==> src/rtl/bsg_tag_boot_sequencer_pkg.sv <==
// Shared definitions for the bsg_tag boot sequencer: default geometry of the
// tag network, the ROM entry layout, and the sequencer FSM state encoding.
// The DELAY state exists only when BSG_TAG_BOOT_SEQ_DELAY_EN is defined.
package bsg_tag_boot_sequencer_pkg;

  localparam int tag_els_gp               = 32;
  localparam int tag_lg_els_gp            = $clog2(tag_els_gp);
  localparam int tag_lg_width_gp          = 5;
  localparam int tag_max_payload_width_gp = 16;
  localparam int boot_rom_addr_width_gp   = 8;
  localparam int boot_preamble_ones_gp    = 40;
  localparam int boot_preamble_zeros_gp   = 8;
  localparam int boot_gap_zeros_gp        = 4;

  // One ROM word, MSB to LSB.
  typedef struct packed {
    logic                                last;
    logic [tag_lg_els_gp-1:0]            node_id;
    logic                                data_not_reset;
    logic [tag_lg_width_gp-1:0]          len;
    logic [tag_max_payload_width_gp-1:0] payload;
  } bsg_tag_boot_entry_s;

  typedef enum logic [2:0] {
    BOOT_IDLE,
    BOOT_PRE1,
    BOOT_PRE0,
    BOOT_FETCH,
    BOOT_SEND,
    BOOT_GAP,
    BOOT_DONE
`ifdef BSG_TAG_BOOT_SEQ_DELAY_EN
    , BOOT_DELAY
`endif
  } boot_state_e;

  function automatic int boot_max(input int a, input int b);
    return (a > b) ? a : b;
  endfunction

endpackage

==> src/rtl/bsg_tag_boot_serializer.sv <==
// Parallel-load shift register plus down-counter for one tag packet body.
// The start bit is produced by the sequencer; this block holds everything
// after it (node_id, data_not_reset, len, payload), each field LSB first.
// Ports:
//   clk_i, reset_n_i  clock, async active-low reset
//   load_v_i          capture entry_i and load the remaining-bit count
//   shift_v_i         advance one bit
//   entry_i           ROM entry without its 'last' bit
//   bit_o             next bit to be sent
//   last_bit_o        counter at zero: the bit currently on the line is final
module bsg_tag_boot_serializer
  import bsg_tag_boot_sequencer_pkg::*;
#(
  parameter int lg_els_p            = tag_lg_els_gp,
  parameter int lg_width_p          = tag_lg_width_gp,
  parameter int max_payload_width_p = tag_max_payload_width_gp,
  localparam int body_width_lp      = lg_els_p + 1 + lg_width_p + max_payload_width_p,
  localparam int cnt_width_lp       = $clog2(body_width_lp + 1)
) (
  input  logic                     clk_i,
  input  logic                     reset_n_i,
  input  logic                     load_v_i,
  input  logic                     shift_v_i,
  input  logic [body_width_lp-1:0] entry_i,
  output logic                     bit_o,
  output logic                     last_bit_o
);

  logic [max_payload_width_p-1:0] payload;
  logic [lg_width_p-1:0]          len;
  logic                           dnr;
  logic [lg_els_p-1:0]            node;
  logic [body_width_lp-1:0]       shift_q;
  logic [cnt_width_lp-1:0]        cnt_q;

  assign payload = entry_i[max_payload_width_p-1:0];
  assign len     = entry_i[max_payload_width_p +: lg_width_p];
  assign dnr     = entry_i[max_payload_width_p + lg_width_p];
  assign node    = entry_i[max_payload_width_p + lg_width_p + 1 +: lg_els_p];

  always_ff @(posedge clk_i or negedge reset_n_i) begin
    if (!reset_n_i) begin
      shift_q <= '0;
      cnt_q   <= '0;
    end else if (load_v_i) begin
      // Reordered so the first header field sits at bit 0.
      shift_q <= {payload, len, dnr, node};
      // Bits remaining after the start bit.
      cnt_q   <= cnt_width_lp'(lg_els_p + 1 + lg_width_p) + cnt_width_lp'(len);
    end else if (shift_v_i) begin
      shift_q <= shift_q >> 1;
      cnt_q   <= (cnt_q == '0) ? '0 : cnt_q - cnt_width_lp'(1);
    end
  end

  assign bit_o      = shift_q[0];
  assign last_bit_o = (cnt_q == '0);

endmodule

==> src/rtl/bsg_tag_boot_sequencer.sv <==
// On-chip bring-up controller: replays a ROM-resident list of bsg_tag packets
// into the tag master serial input (preamble, then one packet per entry).
// Optional feature macro: BSG_TAG_BOOT_SEQ_DELAY_EN (node_id all-ones entries
// become wait commands of payload+1 idle cycles instead of packets).
// Ports:
//   clk_i, reset_n_i  clock, async active-low reset
//   start_i           pulse; starts a sequence when idle
//   rom_addr_o        ROM read address
//   rom_data_i        ROM word, valid one cycle after rom_addr_o changes
//   tag_data_o        registered serial tag bit
//   busy_o            sequence in progress
//   done_o / err_o    sticky completion / malformed-entry abort
//
// state | meaning
// IDLE  | waiting for start_i, address held at 0
// PRE1  | preamble ones resetting the tag master
// PRE0  | preamble zeros
// FETCH | ROM read cycle, entry latched at its end
// SEND  | packet bits on the line
// GAP   | idle zeros between packets
// DELAY | idle zeros for payload+1 cycles (feature build only)
// DONE  | one cycle before returning to IDLE
module bsg_tag_boot_sequencer
  import bsg_tag_boot_sequencer_pkg::*;
#(
  parameter int els_p               = tag_els_gp,
  parameter int lg_width_p          = tag_lg_width_gp,
  parameter int max_payload_width_p = tag_max_payload_width_gp,
  parameter int rom_addr_width_p    = boot_rom_addr_width_gp,
  parameter int preamble_ones_p     = boot_preamble_ones_gp,
  parameter int preamble_zeros_p    = boot_preamble_zeros_gp,
  parameter int gap_zeros_p         = boot_gap_zeros_gp,
  localparam int lg_els_lp          = $clog2(els_p),
  localparam int entry_width_lp     = 2 + lg_els_lp + lg_width_p + max_payload_width_p
) (
  input  logic                        clk_i,
  input  logic                        reset_n_i,
  input  logic                        start_i,
  output logic [rom_addr_width_p-1:0] rom_addr_o,
  input  logic [entry_width_lp-1:0]   rom_data_i,
  output logic                        tag_data_o,
  output logic                        busy_o,
  output logic                        done_o,
  output logic                        err_o
);

  // Longest packet is exactly entry_width_lp bits (start + header + payload).
  localparam int cnt_base_lp = boot_max(boot_max(preamble_ones_p, preamble_zeros_p),
                                        boot_max(gap_zeros_p, entry_width_lp));
`ifdef BSG_TAG_BOOT_SEQ_DELAY_EN
  localparam int cnt_max_lp  = boot_max(cnt_base_lp, (1 << max_payload_width_p) - 1);
`else
  localparam int cnt_max_lp  = cnt_base_lp;
`endif
  localparam int cnt_width_lp = $clog2(cnt_max_lp + 1);

  boot_state_e                 state_q;
  logic [cnt_width_lp-1:0]     cnt_q, cnt_dec;
  logic                        cnt_zero;
  logic [rom_addr_width_p-1:0] addr_q;
  logic                        tag_q, busy_q, done_q, err_q, last_q;
  logic                        entry_last;
  logic [lg_width_p-1:0]       entry_len;
  logic                        ser_bit, ser_last;

  assign entry_last = rom_data_i[entry_width_lp-1];
  assign entry_len  = rom_data_i[max_payload_width_p +: lg_width_p];
  assign cnt_zero   = (cnt_q == '0);
  assign cnt_dec    = cnt_zero ? '0 : cnt_q - cnt_width_lp'(1);

`ifdef BSG_TAG_BOOT_SEQ_DELAY_EN
  logic [lg_els_lp-1:0]           entry_node;
  logic [max_payload_width_p-1:0] entry_payload;
  assign entry_node    = rom_data_i[max_payload_width_p + lg_width_p + 1 +: lg_els_lp];
  assign entry_payload = rom_data_i[max_payload_width_p-1:0];
`endif

  bsg_tag_boot_serializer #(
    .lg_els_p           (lg_els_lp),
    .lg_width_p         (lg_width_p),
    .max_payload_width_p(max_payload_width_p)
  ) serializer (
    .clk_i     (clk_i),
    .reset_n_i (reset_n_i),
    .load_v_i  (state_q == BOOT_FETCH),
    .shift_v_i ((state_q == BOOT_SEND) && !ser_last),
    .entry_i   (rom_data_i[entry_width_lp-2:0]),
    .bit_o     (ser_bit),
    .last_bit_o(ser_last)
  );

  always_ff @(posedge clk_i or negedge reset_n_i) begin
    if (!reset_n_i) begin
      state_q <= BOOT_IDLE;
      cnt_q   <= '0;
      addr_q  <= '0;
      tag_q   <= 1'b0;
      busy_q  <= 1'b0;
      done_q  <= 1'b0;
      err_q   <= 1'b0;
      last_q  <= 1'b0;
    end else begin
      case (state_q)
        BOOT_IDLE: begin
          addr_q <= '0;
          tag_q  <= 1'b0;
          if (start_i) begin
            done_q  <= 1'b0;
            err_q   <= 1'b0;
            busy_q  <= 1'b1;
            tag_q   <= 1'b1;
            cnt_q   <= cnt_width_lp'(preamble_ones_p - 1);
            state_q <= BOOT_PRE1;
          end
        end
        BOOT_PRE1: begin
          if (cnt_zero) begin
            tag_q   <= 1'b0;
            cnt_q   <= cnt_width_lp'(preamble_zeros_p - 1);
            state_q <= BOOT_PRE0;
          end else begin
            cnt_q <= cnt_dec;
          end
        end
        BOOT_PRE0: begin
          if (cnt_zero) state_q <= BOOT_FETCH;
          else          cnt_q   <= cnt_dec;
        end
        BOOT_FETCH: begin
          last_q <= entry_last;
`ifdef BSG_TAG_BOOT_SEQ_DELAY_EN
          if (entry_node == '1) begin
            cnt_q   <= cnt_width_lp'(entry_payload);
            state_q <= BOOT_DELAY;
          end else
`endif
          if (int'(entry_len) > max_payload_width_p) begin
            err_q   <= 1'b1;
            busy_q  <= 1'b0;
            state_q <= BOOT_DONE;
          end else begin
            tag_q   <= 1'b1;  // start bit
            state_q <= BOOT_SEND;
          end
        end
        BOOT_SEND: begin
          if (ser_last) begin
            tag_q   <= 1'b0;
            cnt_q   <= cnt_width_lp'(gap_zeros_p - 1);
            state_q <= BOOT_GAP;
          end else begin
            tag_q <= ser_bit;
          end
        end
`ifdef BSG_TAG_BOOT_SEQ_DELAY_EN
        BOOT_GAP, BOOT_DELAY: begin
`else
        BOOT_GAP: begin
`endif
          if (!cnt_zero) begin
            cnt_q <= cnt_dec;
          end else if (last_q) begin
            busy_q  <= 1'b0;
            done_q  <= ~err_q;
            state_q <= BOOT_DONE;
          end else begin
            addr_q  <= addr_q + 1'b1;  // wraps with no error
            state_q <= BOOT_FETCH;
          end
        end
        BOOT_DONE: state_q <= BOOT_IDLE;
        default:   state_q <= BOOT_IDLE;
      endcase
    end
  end

  assign rom_addr_o = addr_q;
  assign tag_data_o = tag_q;
  assign busy_o     = busy_q;
  assign done_o     = done_q;
  assign err_o      = err_q;

endmodule
==> config.mk <==
export PLATFORM = sky130hd
export DESIGN_NAME = bsg_tag_boot_sequencer
export DESIGN_NICKNAME = d
export VERILOG_FILES = /design/src/rtl/bsg_tag_boot_sequencer_pkg.sv /design/src/rtl/bsg_tag_boot_serializer.sv /design/src/rtl/bsg_tag_boot_sequencer.sv
export SDC_FILE = /design/constraint.sdc
export NUM_CORES = 1
export LEC_CHECK = 0
export CAP_MARGIN = 20
export CELL_PAD_IN_SITES_DETAIL_PLACEMENT = 0
export CELL_PAD_IN_SITES_GLOBAL_PLACEMENT = 1
export CORE_MARGIN = 2
export CORE_UTILIZATION = 35
export CTS_CLUSTER_DIAMETER = 60
export DETAILED_ROUTE_END_ITERATION = 10
export PLACE_DENSITY = 0.73
export SKIP_CTS_REPAIR_TIMING = 1
export SYNTH_ARGS = -nofsm -noshare
export SYNTH_HDL_FRONTEND = slang
export SYNTH_HIERARCHICAL = 1
export SYNTH_SLANG_ARGS = --single-unit
==> constraint.sdc <==
create_clock -name clk_i -period 3 [get_ports clk_i]
set_input_delay 0.3 -clock clk_i [delete_from_list [all_inputs] [get_ports clk_i]]
set_output_delay 0.3 -clock clk_i [all_outputs]
set_load 0.02 [all_outputs]
==> results.sh <==
export IMPL_outcome="finished, final reports clean"
export IMPL_finalInstanceArea_um2=3570
export IMPL_grtUsageMet2_pct=24.4
export IMPL_hold_viol_final=0
export IMPL_diodes=0
export IMPL_cts_path_max_buffers=2
export IMPL_fp_dieH_um=95.8
export IMPL_wirelength_mm=6.31
export IMPL_drive_above_1_share_pct=8.55
export IMPL_placedInstanceArea_um2=3480
export IMPL_cts_sinks=54
export IMPL_finClkSkew_ns=0.00929
export IMPL_setup_violations=0
export IMPL_grt_max_degree=34
export IMPL_cts_tree="built"
export IMPL_critical_path_top_delay_family="simple AND/OR/NAND/NOR gates"
export IMPL_layoutNonFillerInstCount=456
export IMPL_dp_hpwl_mm=4.64
export IMPL_p_per_area_nw_per_um2=819
export IMPL_rrSetupSlack_ns=0.69
export IMPL_clk_pin_slew_ns=0.10
export IMPL_ys_seq_elements=54
export IMPL_period_share_pct=77.1
export IMPL_num_rows=33
export IMPL_dieArea_um2=9170
export IMPL_overflow=0
export IMPL_synth_edf_count=0
export IMPL_yosys_area_share_simple_pct=17.4
export IMPL_antenna_found_initial=0
export IMPL_wl_per_cell_um=13.8
export IMPL_ys_top_cells_by_area="dfrtp_1 46%, mux2i_1 9.9%, o21ai_0 8.0%, nand2_1 5.7%, a21oi_1 2.7%"
export IMPL_synth_nets=347
export IMPL_synthAdderAreaFrac_pct=1.70
export IMPL_cp_num_cells=8
export IMPL_avgSynthCellArea_um2=9.44
export IMPL_synth_compound_area_share_pct=18.5
export IMPL_crit_chain="inv_1 -> ha_1 -> nor4b_1 -> buf_4 -> a21oi_1 -> o22ai_1 -> o21ai_0 -> mux2_2"
export IMPL_hold_path_class="input pin to async pin"
export IMPL_ys_types=50
export IMPL_layout_common_cells="54 x dfrtp_1, 47 x o21ai_0, 45 x nand2_1, 41 x clkdlybuf4s50_1, 29 x mux2i_1"
export IMPL_cp_required_ns=3.19
export IMPL_grtUsageMet1_pct=19.3
export IMPL_die_w_um=95.8
export IMPL_crit_arrival_ns=2.51
export IMPL_slowest_stage="nor4b_1"
export IMPL_worstMarginPinSlew_ns=0.655
export IMPL_synth_flop_cell="dfrtp_1"
export IMPL_drt_first_pass_iters=4
export IMPL_synth_warnings=6
export IMPL_critPathLaunch="serializer/cnt_q[0]$_DFFE_PN0P_"
export IMPL_synth_top_family_by_area="compound AO/OA/AOI/OAI gates"
export IMPL_endpoint="cnt_q[1]$_DFFE_PN0P_"
export IMPL_yosys_area_share_xor_xnor_pct=0.594
export IMPL_core_area_um2=8180
export IMPL_power_mw=2.92
export IMPL_drv_slew=0
export IMPL_initial_utilization_pct=36.0
export IMPL_drv_cap=0
export IMPL_fin_nets=386
export IMPL_vias=2358
export IMPL_synth_cells=312
export IMPL_synthesis_area_um2=2950
export IMPL_synth_top_cell_by_area="dfrtp_1"
export IMPL_layout_min_cycle_time_ns=2.31
export IMPL_synthDominantCellAreaShare_pct=45.9
export IMPL_yosysSeqAreaShare_pct=45.9
export IMPL_postRouteAntennaNets=0
export IMPL_clock_latency_ns=0.31
export IMPL_timing_fmax_ghz=0.432
export IMPL_grt_pass1_vias=2251
export IMPL_r2r_end="cnt_q[1]$_DFFE_PN0P_"
export IMPL_grt_pass1_wl_mm=10.4
export IMPL_endpoint_kind="flip-flop"
export IMPL_fin_tns_setup_ns=0
export IMPL_worstRegToRegCells=8
export IMPL_routed_via_density=5.17
export IMPL_ios=43
export IMPL_portBuffers=42
export IMPL_globalRoute_busiestLayer="met2"
export IMPL_peakVddDrop_uv=271
export IMPL_crit_path_start_kind="flip-flop"
export IMPL_maxSlewHeadroom_pct=55.7
export IMPL_drc=0
export IMPL_cts_root_buf="clkbuf_8"
export IMPL_power_leakage_nw=1.39
export IMPL_cts_buffers=5
export IMPL_rsz0062_at_grt="false"
export IMPL_cts_htree_levels=2
export IMPL_drtIter0Drc=90
export IMPL_cpPeakStageDelay_ns=0.54
export IMPL_dpl_cell_count=448
export IMPL_holdWs_ns=0.488
export IMPL_muxShareOfSynthArea_pct=11.0
export IMPL_cp_max_fo=5
export IMPL_async_flop_share_pct=100
export IMPL_cp_num_buf_inv=2
export IMPL_synthToLayoutAreaGrowth_pct=21.1
export IMPL_globalRouteMet3Util_pct=2.66
export IMPL_gp_congestion=0.825
export IMPL_r2r_start="serializer/cnt_q[0]$_DFFE_PN0P_"
export IMPL_final_common_cell="dfrtp_1"
export IMPL_track_usage_pct=14.4
export IMPL_crit_type="flip-flop to flip-flop"
state kept, by name, indices dropped and copies added, names as in the netlist:
name / flops
done_o: 1
last_q: 1
err_o: 1
rom_addr_o: 8
state_q: 3
tag_data_o: 1
cnt_q: 6
serializer/cnt_q: 5
busy_o: 1
serializer/shift_q: 27
synthesized netlist by cell type (3+ instances only):
master,n
dfrtp_1,54
a21oi_1,16
ha_1,4
or3_1,6
o22ai_1,3
nor2_1,11
nand2_1,45
clkbuf_1,9
inv_1,14
or4_1,3
mux2i_1,29
nand3_1,5
buf_2,8
o21ai_0,47
a22oi_1,3
o31ai_1,4
mux2_2,3
nand2b_1,5
nor3_1,3
final cells by class:
cell class	instances	area (um^2)
Fill cell	802	4610
Clock inverter	2	13.8
Timing Repair Buffer	52	493
Multi-Input combinational cell	224	1460
Clock buffer	5	68.8
Sequential cell	54	1350
Tap cell	105	131
Inverter	14	52.6
worst min-delay path by stage:
| stage | endpoint | slack (ns) | cells past startpoint |
|---|---|---|---|
| floorplan | busy_o$_DFFE_PN0P_ | 0.004 | 0 |
| global placement | rom_addr_o[2]$_DFFE_PN0P_ | 0.31 | 1 |
| detailed placement | rom_addr_o[2]$_DFFE_PN0P_ | 0.31 | 1 |
| CTS | rom_addr_o[2]$_DFFE_PN0P_ | -0.03 | 1 |
| global route | rom_addr_o[2]$_DFFE_PN0P_ | 0.54 | 2 |
| finish | rom_addr_o[2]$_DFFE_PN0P_ | 0.49 | 2 |
per-stage QoR:
stage	utilization, %	setup slack, ns
after global routing	43.6	0.556
after CTS	43.5	0.678
after detailed placement	42.5	0.713
after floorplan	-	0.820
final	43.6	0.686
after global placement	42.5	0.720
power by group:
part / total (mW) / switching (mW) / internal, mW
clock network: 0.403 / 0.241 / 0.162
registers: 1.29 / 0.244 / 1.04
logic: 1.23 / 0.657 / 0.577
layer usage:
layer	wire (um)	share of wire [%]
met2	3010	48
met5	0	0
met4	40	0.63
met3	234	3.7
met1	3020	48
cell families (layout without fill, tap and decap cells):
group / count (synthesis) / after routing
flip-flops: 54 / 54
multiplexers: 32 / 32
AND/OR/NAND/NOR: 97 / 97
buffers and inverters: 34 / 73
adder cells (fa/ha/maj): 4 / 4
XOR/XNOR: 2 / 2
AO/OA/AOI/OAI: 89 / 89
No activity file was read; power rests on OpenSTA's default activity.
